[src/rtl/sh_align_pkg.sv]
// Shared definitions for the sync-header block aligner and related gearbox logic.
// Contents: word/header/payload/offset widths, the sync-header encodings,
// the state encoding of the alignment state machine and a header validity helper.
package sh_align_pkg;

    localparam int WORD_W = 60;
    localparam int HDR_W  = 2;
    localparam int PAY_W  = 58;
    localparam int OFS_W  = 6;

    // Valid sync headers; 2'b00 and 2'b11 are illegal on the line.
    localparam logic [1:0] HDR_DATA = 2'b01;
    localparam logic [1:0] HDR_CTRL = 2'b10;

    // Alignment state machine encoding.
    localparam logic [1:0] HUNT   = 2'd0;
    localparam logic [1:0] SLIP   = 2'd1;
    localparam logic [1:0] LOCKED = 2'd2;

    // A header is valid exactly when its two bits differ.
    function automatic logic hdr_is_valid(input logic [HDR_W-1:0] hdr);
        return (hdr == HDR_DATA) || (hdr == HDR_CTRL);
    endfunction

endpackage

[src/rtl/sh_barrel_window.sv]
// 120-to-60 bit window select used for block alignment (RX) and gearboxing (TX).
// Ports:
//   win_i  - two concatenated words, bit 0 earliest received
//   ofs_i  - start bit of the extracted word, 0..59
//   word_o - win_i[ofs_i+59 : ofs_i]
// Purely combinational.
module sh_barrel_window
    import sh_align_pkg::*;
(
    input  logic [2*WORD_W-1:0] win_i,
    input  logic [OFS_W-1:0]    ofs_i,
    output logic [WORD_W-1:0]   word_o
);

    // Offset select; the index is widened so it can address the full 120-bit window.
    always_comb begin
        word_o = win_i[{1'b0, ofs_i} +: WORD_W];
    end

endmodule

[src/rtl/sh_block_aligner.sv]
// Sync-header block aligner: finds 60-bit block boundaries in the deserializer
// output using the 2-bit sync header, bit-slips until aligned and reports lock.
// Ports:
//   clk_div_60    - word clock
//   rst           - synchronous active-high reset
//   data_parallel - raw 60-bit word, bit 0 earliest received
//   data_out      - aligned payload (aligned bits [59:2])
//   hdr_out       - aligned sync header (aligned bits [1:0])
//   out_valid     - locked and hdr_out is a valid header
//   block_lock    - high while LOCKED
//   hdr_err       - pulse per invalid header evaluated in HUNT or LOCKED
//   slip_ofs      - current alignment offset 0..59
module sh_block_aligner
    import sh_align_pkg::*;
#(
    parameter int LOCK_CNT  = 64,
    parameter int BAD_CNT   = 16,
    parameter int SLIP_WAIT = 2
)(
    input  logic              clk_div_60,
    input  logic              rst,
    input  logic [WORD_W-1:0] data_parallel,
    output logic [PAY_W-1:0]  data_out,
    output logic [HDR_W-1:0]  hdr_out,
    output logic              out_valid,
    output logic              block_lock,
    output logic              hdr_err,
    output logic [OFS_W-1:0]  slip_ofs
);

    localparam int SH_W  = $clog2(LOCK_CNT + 1);
    localparam int BAD_W = $clog2(BAD_CNT + 1);
    localparam logic [SH_W-1:0]  LOCK_LAST = SH_W'(LOCK_CNT - 1);
    localparam logic [BAD_W-1:0] BAD_LAST  = BAD_W'(BAD_CNT - 1);
    localparam logic [2:0]       WAIT_INIT = 3'(SLIP_WAIT);
    localparam logic [OFS_W-1:0] OFS_MAX   = 6'd59;

    logic [WORD_W-1:0] prev_word_q;
    logic [WORD_W-1:0] aligned_q;
    logic [WORD_W-1:0] window_s;
    // hist_q: prev_word_q holds a real word; aln_vld_q: aligned_q was built from
    // two real words. Headers taken from reset-zero history are never evaluated.
    logic              hist_q;
    logic              aln_vld_q;
    logic [1:0]        state_q, state_d;
    logic [SH_W-1:0]   sh_cnt_q, sh_cnt_d;
    logic [SH_W-1:0]   win_cnt_q, win_cnt_d;
    logic [BAD_W-1:0]  bad_cnt_q, bad_cnt_d;
    logic [2:0]        wait_cnt_q, wait_cnt_d;
    logic [OFS_W-1:0]  slip_ofs_q, slip_ofs_d;
    logic              hdr_ok_s;
    logic              enter_slip_s;
    logic              hdr_err_s;
    logic              lock_s;

    sh_barrel_window u_window (
        .win_i  ({data_parallel, prev_word_q}),
        .ofs_i  (slip_ofs_q),
        .word_o (window_s)
    );

    // Header check on the aligned word.
    always_comb begin
        hdr_ok_s = hdr_is_valid(aligned_q[HDR_W-1:0]);
    end

    // Alignment state machine and its counters.
    always_comb begin
        state_d      = state_q;
        sh_cnt_d     = sh_cnt_q;
        win_cnt_d    = win_cnt_q;
        bad_cnt_d    = bad_cnt_q;
        wait_cnt_d   = wait_cnt_q;
        slip_ofs_d   = slip_ofs_q;
        enter_slip_s = 1'b0;
        case (state_q)
            HUNT: begin
                if (!aln_vld_q) begin
                    state_d = HUNT;
                end else if (!hdr_ok_s) begin
                    enter_slip_s = 1'b1;
                end else if (sh_cnt_q == LOCK_LAST) begin
                    state_d   = LOCKED;
                    sh_cnt_d  = '0;
                    win_cnt_d = '0;
                    bad_cnt_d = '0;
                end else begin
                    sh_cnt_d = sh_cnt_q + SH_W'(1);
                end
            end
            SLIP: begin
                // Headers are ignored while the new offset propagates.
                if (wait_cnt_q <= 3'd1) begin
                    state_d    = HUNT;
                    wait_cnt_d = 3'd0;
                end else begin
                    wait_cnt_d = wait_cnt_q - 3'd1;
                end
            end
            LOCKED: begin
                // Unlock takes priority over the end-of-window clear.
                if (!hdr_ok_s && (bad_cnt_q == BAD_LAST)) begin
                    enter_slip_s = 1'b1;
                end else if (win_cnt_q == LOCK_LAST) begin
                    win_cnt_d = '0;
                    bad_cnt_d = '0;
                end else begin
                    win_cnt_d = win_cnt_q + SH_W'(1);
                    bad_cnt_d = hdr_ok_s ? bad_cnt_q : (bad_cnt_q + BAD_W'(1));
                end
            end
            default: begin
                state_d = HUNT;
            end
        endcase
        if (enter_slip_s) begin
            state_d    = SLIP;
            sh_cnt_d   = '0;
            wait_cnt_d = WAIT_INIT;
            slip_ofs_d = (slip_ofs_q == OFS_MAX) ? 6'd0 : (slip_ofs_q + 6'd1);
        end else begin
            slip_ofs_d = slip_ofs_d;
        end
    end

    // Stage-2 output qualifiers; lock follows the next state so it drops with the SLIP transition.
    always_comb begin
        lock_s    = (state_d == LOCKED);
        hdr_err_s = aln_vld_q && !hdr_ok_s && ((state_q == HUNT) || (state_q == LOCKED));
    end

    // Pipeline, state and output registers with synchronous reset.
    always_ff @(posedge clk_div_60) begin
        if (rst) begin
            prev_word_q <= '0;
            aligned_q   <= '0;
            hist_q      <= 1'b0;
            aln_vld_q   <= 1'b0;
            state_q     <= HUNT;
            sh_cnt_q    <= '0;
            win_cnt_q   <= '0;
            bad_cnt_q   <= '0;
            wait_cnt_q  <= 3'd0;
            slip_ofs_q  <= 6'd0;
            data_out    <= '0;
            hdr_out     <= 2'b00;
            out_valid   <= 1'b0;
            block_lock  <= 1'b0;
            hdr_err     <= 1'b0;
        end else begin
            prev_word_q <= data_parallel;
            aligned_q   <= window_s;
            hist_q      <= 1'b1;
            aln_vld_q   <= hist_q;
            state_q     <= state_d;
            sh_cnt_q    <= sh_cnt_d;
            win_cnt_q   <= win_cnt_d;
            bad_cnt_q   <= bad_cnt_d;
            wait_cnt_q  <= wait_cnt_d;
            slip_ofs_q  <= slip_ofs_d;
            data_out    <= aligned_q[WORD_W-1:HDR_W];
            hdr_out     <= aligned_q[HDR_W-1:0];
            out_valid   <= lock_s && hdr_ok_s;
            block_lock  <= lock_s;
            hdr_err     <= hdr_err_s;
        end
    end

    assign slip_ofs = slip_ofs_q;

endmodule

[config.mk]
export PLATFORM = sky130hd
export DESIGN_NAME = sh_block_aligner
export DESIGN_NICKNAME = d
export VERILOG_FILES = /design/src/rtl/sh_align_pkg.sv /design/src/rtl/sh_barrel_window.sv /design/src/rtl/sh_block_aligner.sv
export SDC_FILE = /design/constraint.sdc
export NUM_CORES = 1
export LEC_CHECK = 0
export CORE_MARGIN = 2
export CORE_UTILIZATION = 35
export CTS_CLUSTER_SIZE = 12
export DETAILED_ROUTE_END_ITERATION = 16
export PLACE_DENSITY_LB_ADDON = 0.12
export SLEW_MARGIN = 5
export SYNTH_ARGS = -nofsm -noshare
export SYNTH_HDL_FRONTEND = slang
export SYNTH_SLANG_ARGS = --single-unit
[constraint.sdc]
create_clock -name clk_div_60 -period 7.05 [get_ports clk_div_60]
set_input_delay 2.115 -clock clk_div_60 [delete_from_list [all_inputs] [get_ports clk_div_60]]
set_output_delay 2.115 -clock clk_div_60 [all_outputs]
set_load 0.02 [all_outputs]
Word level (Yosys, flattened, before mapping)
Index checks and enable logic that the tools add are counted.
Word-level totals
  bits of input ports: 62
  word-level logic and storage cells: 80
  register bits after elaboration: 215
  output and inout port bits: 69
Cells by class
  shifts and indexed selects: 1
  magnitude comparators: 1
  multiplexer cells: 29
  reduce and logical (&&, ||, !) cells: 14
  $add $sub $neg: 5
  equal/unequal tests: 14
Operators by type and width (number)
  120-bit by 7-bit variable part select with 60-bit output: 1
  7-bit two-way mux: 6
  5-bit two-way mux: 6
  7-bit by 1-bit adder with 7-bit output (second input constant): 2
  7-bit by 6-bit == test with 1-bit output (second input constant): 2
  2-bit two-way mux: 7
  7-bit case mux with 2 select lines: 1
  5-bit case mux with 2 select lines: 1
  2-bit != test (second input constant): 4
  6-bit by 1-bit adder with 6-bit output (second input constant): 1
  2-bit == test (second input constant): 3
  6-bit == test (second input constant): 1
  6-bit two-way mux: 1
  2-bit case mux with 3 select lines: 1
  6-bit AND reduction: 1
  5-bit by 1-bit adder with 5-bit output (second input constant): 1
  5-bit by 4-bit == test with 1-bit output (second input constant): 1
  5-bit AND reduction: 1
  2-bit by 1-bit == test with 1-bit output (second input constant): 2
  1-bit logical AND: 4
  1-bit two-way mux: 4
  2-bit nonzero test: 2
  3-bit by 1-bit less-or-equal comparator with 1-bit output (second input constant): 1
  3-bit two-way mux: 1
  other kinds (8): 9

Depth between registers and ports, before layout
Gate-level depths: netlist (run 1).
  depth in word-level cells: 9
  gate-level depth with buffers: 12
  gate-level depth less buffers: 8

Hierarchy
A second synthesis (run 1) with hierarchy kept.
Second synthesis, totals
  cells, all modules: 1444
  area, all modules: 14147.3 µm²
Modules (own cells, without submodules)
  sh_barrel_window: instances 1, area each 7572.3 µm², cells each 867, sequential area each 0.0 µm²
  sh_block_aligner: instances 1, area each 6575.1 µm², cells each 577, sequential area each 4304.1 µm²

Worst setup path after synthesis (run 1)
OpenSTA, ideal clock, no wires.
  path type: in2reg
  start: input port data_parallel[8]
  end: register aligned_q[50]
  setup slack: 3.242 ns
  data arrival time: 3.687 ns
  required time: 6.928 ns
  stages: 4
  path buffers: 0
  library setup time: 0.122 ns
  cell sequence: mux4_1 mux2_2 mux4_2 a221o_1
Between the ends
  word-level cells in the longest chain between the ends: 1
Ends and longest elaborated chain
  start, declared: RTL line sh_block_aligner.sv:22  | input logic [WORD_W-1:0] data_parallel,
  120-bit by 7-bit variable part select with 60-bit output: RTL line sh_barrel_window.sv:17  | word_o = win_i[{1'b0, ofs_i} +: WORD_W];
  end signal, assigned: RTL line sh_block_aligner.sv:152  | aligned_q <= window_s;
  end, declared: RTL line sh_block_aligner.sv:39  | logic [WORD_W-1:0] aligned_q;
No other way between the ends.
A chain may end at the register's enable or synchronous reset.

Worst setup path in the final report (run 1)
  start: input port data_parallel[21]
  end: register aligned_q[55]
Same word-level chain as after synthesis.

==> results.json, run 1 <==
{
  "rows": 73,
  "clock-sinks": 215,
  "boundaryPins": 131,
  "worstPathMaxFanout": 6,
  "cp_slowest_cell": "a222oi_1",
  "p_sw_uw": 977,
  "nets": 1457,
  "route.vias.total": 12300,
  "synthArstFlopShare": 0,
  "cts_buffers": 26,
  "drcViolationCount": 0,
  "slew_viol_final": 0,
  "drt_first_pass_iters": 6,
  "place_congestion": 0.998,
  "cts_resized": 0,
  "hp-class": "reg -> reg",
  "leakagePower_uw": 0.00600,
  "grt_overflow_total": 0,
  "ff2ff_path_depth": 6,
  "die-height_microns": 205,
  "start_util": 0.355,
  "hp-start": "win_cnt_q[6]",
  "path_clk_slew_ps": 60,
  "htree_num_levels": 1,
  "synth_edf_count": 0,
  "start_kind": "input pin",
  "hold_buffers": 0,
  "die_x_microns": 205,
  "p_seq_frac": 0.393,
  "first_global_vias": 11900,
  "slew-limit-headroom": 0.102,
  "synthToLayoutAreaGrowth_pct": 17.4,
  "period_minus_slack_ps": 4560,
  "critPathBufInv": 1,
  "holdPathEnd": "win_cnt_q[6]",
  "postPlaceCellArea_sq_um": 15700,
  "intPower_uw": 2410,
  "clockPowerShare": 0.417,
  "hold_viol": 0,
  "drive_gt1_frac": 0.206,
  "vias_per_cell": 6.36,
  "fin_area_sq_um": 16600,
  "worst-setup-path-type": "in -> reg",
  "finalWirelength_microns": 61300,
  "rrSetupSlack_ps": 3140,
  "synthesis.nets": 1394,
  "yosysWarnings": 0,
  "root_buffer": "clkbuf_16",
  "drt_iter0_drc": 1559,
  "max_stage_delay_ps": 660,
  "r2r_start": "slip_ofs[0]",
  "holdPathStages": 2,
  "drtAntennaViolNets": 0,
  "crit_family": "multiplexers",
  "maxCapViolCount": 0,
  "netSwitchingFraction": 0.288,
  "grt_util_all_layers": 0.292,
  "comb_power_share": 0.190,
  "antenna_found_initial": 4,
  "crit_required_ps": 7400,
  "setup_violations": 0,
  "final_cells": 1934,
  "cp_data_arrival_time_ps": 4910,
  "synth-seq-cells": 215,
  "endpoint_kind": "flip-flop",
  "vdd_drop_max_uv": 164,
  "synth_ff_type": "dfxtp_1",
  "grt_max_degree": 146,
  "path_cells": "clkdlybuf4s50_1 -> mux4_2 -> mux4_2 -> a222oi_1 -> o221ai_1",
  "grt_pass1_wl_microns": 88200,
  "power.total_uw": 3390,
  "dp.cells": 1886,
  "rsz0062_at_grt": "no",
  "finClkSkew_ps": 15.3,
  "die_area_sq_um": 41900,
  "dpl.hpwl_microns": 46800,
  "ys_seq_area_frac": 0.305,
  "max_freq_mhz": 219,
  "wl_per_cell_microns": 31.7,
  "status": "completed",
  "io_buffer_count": 130,
  "tightest_slew_ps": 1340,
  "worstSkewPairLatency_ps": 560,
  "cts_setup_buffers": 0,
  "synth_area_per_cell_sq_um": 10.6,
  "fp.coreArea_sq_um": 39700,
  "timing.rr.end": "aligned_q[14]",
  "fin_setup_tns_ps": 0,
  "cts_tree": "built",
  "synth.cell_area_sq_um": 14100,
  "min_period_over_period": 0.647,
  "clock_path_buffers": 3,
  "yosysUniqueCellTypes": 62,
  "powerDensity_nw_per_um2": 205,
  "worst_path_most_repeated_cell": "mux4_2",
  "synthCells": 1326
}
cell families (layout without fill, tap and decap cells):
group,Yosys count,after routing,share of synthesized area
AO/OA/AOI/OAI,216,216,0.106
other,0,3,0
XOR/XNOR,8,8,0.00497
adder cells (fa/ha/maj),6,6,0.00532
buffers and inverters,130,210,0.0466
flip-flops,215,215,0.305
multiplexers,304,304,0.378
AND/OR/NAND/NOR,447,447,0.154
worst reg2reg max path: stages (launching register included):
cell and delay (ps):
dfxtp_4 510, inv_4 680, buf_4 740, mux2i_1 460
mux2i_1 170, a222oi_1 800, o221ai_1 330
worst max-delay path by stage:
stage,startpoint,end,depth (start not counted)
2_1_floorplan,data_parallel[8],aligned_q[50],4
3_5_place_dp,data_parallel[4],aligned_q[14],6
5_1_grt,data_parallel[4],aligned_q[14],6
6_report,data_parallel[21],aligned_q[55],5
4_1_cts,data_parallel[4],aligned_q[14],6
3_3_place_gp,data_parallel[2],aligned_q[14],6
cell usage in the layout, fill, tap and decap left out, drive strengths merged, types with 23 or more instances in the layout:
cell / synthesis / routed
o21ai: 50 / 50
nor2b: 124 / 124
a21oi: 38 / 38
mux2i: 82 / 82
clkbuf: 56 / 33
nand3: 33 / 33
buf: 61 / 23
mux4: 176 / 176
dfxtp: 215 / 215
mux2: 46 / 46
nor2: 63 / 63
nand2: 171 / 171
clkdlybuf4s50: 0 / 129
synthesized netlist by cell type, drive strengths merged, types with 14 or more instances:
master / number / area share
dfxtp: 215 / 0.31
mux4: 176 / 0.28
nand2: 171 / 0.045
nor2b: 124 / 0.055
mux2i: 82 / 0.058
nor2: 63 / 0.017
buf: 61 / 0.028
clkbuf: 56 / 0.015
o21ai: 50 / 0.018
mux2: 46 / 0.037
a21oi: 38 / 0.013
nand3: 33 / 0.012
o221ai: 19 / 0.012
a22oi: 17 / 0.0090
a32oi: 15 / 0.0093
nor3: 15 / 0.0053
o211ai: 14 / 0.0074
o22ai: 14 / 0.0062
metal layers:
layer | wire length [microns] | GRT usage | vias up
li1 | - | - | 5195
met1 | 26200 | 0.413 | 6186
met2 | 26900 | 0.444 | 780
met3 | 5710 | 0.0573 | 134
met4 | 2450 | 0.105 | 2
met5 | 12 | 0 | -
power by group through the flow:
| stage | Combinational [uW] | Sequential [uW] | Clock [uW] |
|---|---|---|---|
| 2_1_floorplan | 369 | 1340 | 0 |
| 3_3_place_gp | 635 | 1360 | 0 |
| 3_5_place_dp | 629 | 1360 | 0 |
| 4_1_cts | 631 | 1330 | 1440 |
| 5_1_grt | 670 | 1340 | 1500 |
| 6_report | 645 | 1330 | 1410 |
layout make-up:
cell class              count  area [sq um]
repair buffers            152          1480
clock inverters            12           176
fillers                  3883         23200
clock buffers              33           718
inverters                  13          51.3
diodes                      3          7.51
multi-input cells         981          9160
flip-flops and latches    215          4320
well taps                 525           657
flip-flops by register name, indices dropped and copies added (netlist names):
name / flops
aligned_q: 60
prev_word_q: 60
data_out: 58
sh_cnt_q: 7
win_cnt_q: 7
slip_ofs: 6
bad_cnt_q: 5
wait_cnt_q: 3
hdr_out: 2
state_q: 2
aln_vld_q: 1
block_lock: 1
hdr_err: 1
hist_q: 1
out_valid: 1
through the flow:
stage | setup slack (ps) | util | hold WS, ps
2_1_floorplan | 3240 | - | 407
3_3_place_gp | 1890 | 0.394 | 418
3_5_place_dp | 2010 | 0.394 | 420
4_1_cts | 2580 | 0.417 | 432
5_1_grt | 2470 | 0.417 | 449
6_report | 2490 | 0.417 | 428
Note: power is estimated with default switching activity, not from simulation.
==> run 2, diff against run 1 <==
==> constraint.sdc (replaced) <==
create_clock -name clk_div_60 -period 4.2 [get_ports clk_div_60]
set_input_delay 1.26 -clock clk_div_60 [delete_from_list [all_inputs] [get_ports clk_div_60]]
set_output_delay 1.26 -clock clk_div_60 [all_outputs]
set_load 0.02 [all_outputs]
==> run 2 against run 1 <==
  * Cell count is 1.6% higher
  * Total power increased by 72%
  * Count of clock-buffer cells in the layout is 4 higher
  * Critical endpoint is now aligned_q[14]
  * Largest power group unchanged
  * Highest routed layer unchanged
==> results.json, run 2 (synthesis gave the netlist of run 1 again) <==
{
  "cp_data_arrival_time_ps": 4060,
  "hp-start": "aligned_q[4]",
  "io_buffer_count": 130,
  "dpl.hpwl_microns": 46400,
  "fin_area_sq_um": 16900,
  "synthToLayoutAreaGrowth_pct": 19.9,
  "fp.coreArea_sq_um": 39700,
  "layout.cells.most_common_list": "211 x dfxtp_1, 171 x nand2_1, 167 x mux4_2",
  "final_common_cell": "dfxtp_1",
  "status": "completed",
  "worst-setup-path-type": "in -> reg",
  "finalWirelength_microns": 60400,
  "hold_buffers": 0,
  "holdPathEnd": "data_out[2]",
  "slew-limit-headroom": 0.371,
  "vdd_drop_max_uv": 257,
  "dp.cells": 1914,
  "finClkSkew_ps": 15.6,
  "whs_ps": 431,
  "tightest_slew_ps": 941,
  "powerDensity_nw_per_um2": 345,
  "grt_max_degree": 79,
  "cts_setup_buffers": 0,
  "leakagePower_uw": 0.00621,
  "grt_util_all_layers": 0.288,
  "worstPathMaxFanout": 5,
  "fin_setup_tns_ps": 0,
  "hold_viol": 0,
  "vias_per_cell": 6.35,
  "reg_top3": "aligned_q (60), prev_word_q (60), data_out (58)",
  "route.vias.total": 12500,
  "htree_num_levels": 1,
  "root_buffer": "clkbuf_16",
  "min_period_over_period": 0.890,
  "die_area_sq_um": 41900,
  "start_util": 0.355,
  "crit_required_ps": 4520,
  "final_cells": 1964,
  "timing.rr.end": "aligned_q[14]",
  "cts_tree": "built",
  "maxCapViolCount": 0,
  "period_minus_slack_ps": 3740,
  "drt_iter0_drc": 1614,
  "wl_per_cell_microns": 30.7,
  "hp-class": "reg -> reg",
  "drtAntennaViolNets": 0,
  "setup_violations": 0,
  "clock_path_buffers": 3,
  "boundaryPins": 131,
  "nets": 1486,
  "grt_overflow_total": 0,
  "rsz0062_at_grt": "no",
  "slew_viol_final": 0,
  "drive_gt1_frac": 0.223,
  "clock-sinks": 215,
  "start_kind": "input pin",
  "rows": 73,
  "postPlaceCellArea_sq_um": 16000,
  "holdPathStages": 1,
  "rrSetupSlack_ps": 900,
  "grt_pass1_wl_microns": 87300,
  "r2r_start": "slip_ofs[3]",
  "first_global_vias": 11900,
  "place_congestion": 0.978,
  "drt_first_pass_iters": 8,
  "die_x_microns": 205,
  "cts_resized": 0,
  "max_freq_mhz": 268,
  "ff2ff_path_depth": 6,
  "path_clk_slew_ps": 60,
  "antenna_found_initial": 4,
  "cts_buffers": 27,
  "drcViolationCount": 0,
  "die-height_microns": 205,
  "endpoint_kind": "flip-flop",
  "worstSkewPairLatency_ps": 550
}
## run 2: how the worst max path moves through the flow
stage                      start             to  slack (ps)  cells past startpoint
6_report       data_parallel[17]  aligned_q[14]         460                      5
5_1_grt        data_parallel[17]  aligned_q[14]         580                      5
4_1_cts        data_parallel[17]  aligned_q[14]         620                      5
3_5_place_dp   data_parallel[17]  aligned_q[14]          60                      5
3_3_place_gp   data_parallel[17]  aligned_q[14]          20                      5
2_1_floorplan   data_parallel[8]  aligned_q[50]        1250                      4
## run 2: where the power goes
group / switching, uW / internal (uW) / total (uW)
Clock: 956 / 1550 / 2510
Combinational: 626 / 481 / 1110
Sequential: 90.0 / 2130 / 2220
## run 2: per-stage QoR
step / util / power, uW / setup slack (ps)
final: 0.426 / 5840 / 463
after global routing: 0.426 / 6030 / 580
after CTS: 0.426 / 5850 / 617
after detailed placement: 0.401 / 3350 / 61.8
after global placement: 0.401 / 3360 / 15.3
after floorplan: - / 2870 / 1250
## run 2: layer usage
metal / vias to the layer above / track usage / part of all wire
li1: 5263 / - / -
met3: 145 / 0.0628 / 0.095
met2: 788 / 0.426 / 0.43
met4: 4 / 0.133 / 0.053
met1: 6272 / 0.401 / 0.42
met5: - / 0 / 0.00045
## run 2: layout make-up
cell class | count | area [sq um]
flip-flops and latches | 215 | 4320
diodes | 1 | 2.50
clock inverters | 12 | 178
fillers | 3852 | 22800
repair buffers | 180 | 1760
multi-input cells | 981 | 9160
clock buffers | 37 | 785
well taps | 525 | 657
inverters | 13 | 51.3
## run 2: critical path, stage by stage
cell and delay, ps:
clkdlybuf4s50_1 610, mux4_1 720, mux2_2 370, a222oi_1 710, o221ai_1 380
==> run 3, diff against run 2 <==
==> constraint.sdc (replaced) <==
create_clock -name clk_div_60 -period 4.2 [get_ports clk_div_60]
set_input_delay 1.26 -clock clk_div_60 [delete_from_list [all_inputs] [get_ports clk_div_60]]
set_output_delay 1.26 -clock clk_div_60 [all_outputs]
set_load 0.05 [all_outputs]
==> run 3 against run 2 <==
  * Final area is 0.72% lower
  * Global-route usage is 0.36 points higher
  * Die area stayed put
  * Non-clock buffer count is 1 higher
  * Utilization is 0.31 points lower
  * Count of clock-buffer cells in the layout is 3 lower
  * Register-to-register slack worse by 30 ps
  * Critical path type unchanged
  * Critical endpoint is now aligned_q[23]
==> results.json, run 3 (synthesis gave the netlist of run 1 again) <==
{
  "status": "completed",
  "hold_viol": 0,
  "cts_buffers": 27,
  "setup_slack_ps": 639,
  "drcViolationCount": 0,
  "finalWirelength_microns": 61000,
  "vdd_drop_max_uv": 237,
  "worstSkewPairLatency_ps": 560,
  "fin_util": 0.423,
  "endpoint_kind": "flip-flop",
  "fin_setup_tns_ps": 0,
  "start_util": 0.355,
  "intPower_uw": 3930,
  "fin_area_sq_um": 16800,
  "p_sw_uw": 1730,
  "drive_gt1_frac": 0.223,
  "drt_iter0_drc": 1458,
  "grt_pass1_wl_microns": 88900,
  "clockPowerShare": 0.400,
  "tightest_slew_ps": 913,
  "clock-sinks": 215,
  "nets": 1487,
  "rsz0062_at_grt": "no",
  "grt_util_all_layers": 0.292,
  "wl_met3_microns": 5670,
  "max_freq_mhz": 281,
  "rows": 73,
  "dpl.hpwl_microns": 46900,
  "hold_buffers": 0,
  "wl_per_cell_microns": 31.1,
  "cp_data_arrival_time_ps": 3930,
  "vias_per_cell": 6.35,
  "die_area_sq_um": 41900,
  "worst-setup-path-type": "in -> reg",
  "boundaryPins": 131,
  "place_congestion": 0.974,
  "grt_overflow_total": 0,
  "slew-limit-headroom": 0.391,
  "path_clk_slew_ps": 60,
  "cts_tree": "built",
  "whs_ps": 440,
  "reg_top3": "aligned_q (60), prev_word_q (60), data_out (58)",
  "seqCellArea_sq_um": 4320,
  "finClkSkew_ps": 16.1,
  "rrSetupSlack_ps": 870,
  "hp-class": "reg -> reg",
  "wl_met1_microns": 25800,
  "route.vias.total": 12500,
  "crit_required_ps": 4570,
  "io_buffer_count": 130,
  "start_kind": "input pin",
  "first_global_vias": 12100,
  "synthToLayoutAreaGrowth_pct": 19.0,
  "slew_viol_final": 0,
  "netSwitchingFraction": 0.306,
  "multi_input_area_sq_um": 9160,
  "die-height_microns": 205,
  "leakagePower_uw": 0.00613,
  "clock_path_buffers": 3,
  "worstPathMaxFanout": 6,
  "powerDensity_nw_per_um2": 337,
  "antenna_found_initial": 4,
  "layout.cells.most_common_list": "211 x dfxtp_1, 171 x nand2_1, 167 x mux4_2",
  "maxCapViolCount": 0,
  "fillerInstances": 3843,
  "htree_num_levels": 1,
  "fp.coreArea_sq_um": 39700,
  "met2WireLength_microns": 26800,
  "period_minus_slack_ps": 3560,
  "comb_power_share": 0.204,
  "grt_max_degree": 82,
  "setup_violations": 0,
  "postPlaceCellArea_sq_um": 15900,
  "p_seq_frac": 0.395,
  "top_layer_used": "met5",
  "drt_first_pass_iters": 5,
  "die_x_microns": 205,
  "preCtsSetupSlack_ps": 191,
  "min_period_over_period": 0.848,
  "cts_setup_buffers": 0,
  "final_common_cell": "dfxtp_1",
  "drtAntennaViolNets": 0,
  "cts_resized": 0,
  "root_buffer": "clkbuf_16"
}
==> run 3: routing by layer <==
metal	GRT usage	up-vias
li1	-	5249
met1	0.411	6282
met2	0.440	792
met3	0.0523	145
met4	0.120	2
met5	0	-
==> run 3: cell type report <==
class / count / area share
Clock inverter: 13 / 0.00693
Clock buffer: 34 / 0.0442
Inverter: 13 / 0.00305
Tap cell: 525 / 0.0391
Sequential cell: 215 / 0.257
Timing Repair Buffer: 181 / 0.104
Multi-Input combinational cell: 981 / 0.546
Antenna cell: 1 / 0.000149
==> run 3: path summary, 6_finish.rpt <==
path	cells past startpoint	start	endpoint
worst min-delay path	1	aligned_q[21]	data_out[19]
worst min register to register	1	aligned_q[21]	data_out[19]
worst max-delay path	5	data_parallel[21]	aligned_q[23]
worst max register to register	6	slip_ofs[3]	aligned_q[14]
==> run 3: power by group through the flow <==
stage	Combinational (uW)	Sequential, uW	Clock [uW]
floorplan	620	2300	0
global placement	1130	2280	0
detailed placement	1130	2280	0
CTS	1130	2230	2330
global route	1200	2240	2410
finish	1150	2240	2260
==> run 3: stage by stage <==
step           total power [uW]  std cells
2_1_floorplan              2920       1326
3_3_place_gp               3410       1915
3_5_place_dp               3400       1915
4_1_cts                    5690       1962
5_1_grt                    5850       1962
6_report                   5660       1963
==> run 3: worst max-delay path: stages <==
cell             delay, ps
clkdlybuf4s50_1        670
mux4_2                 610
mux4_2                 530
a222oi_1               640
o21ai_1                220
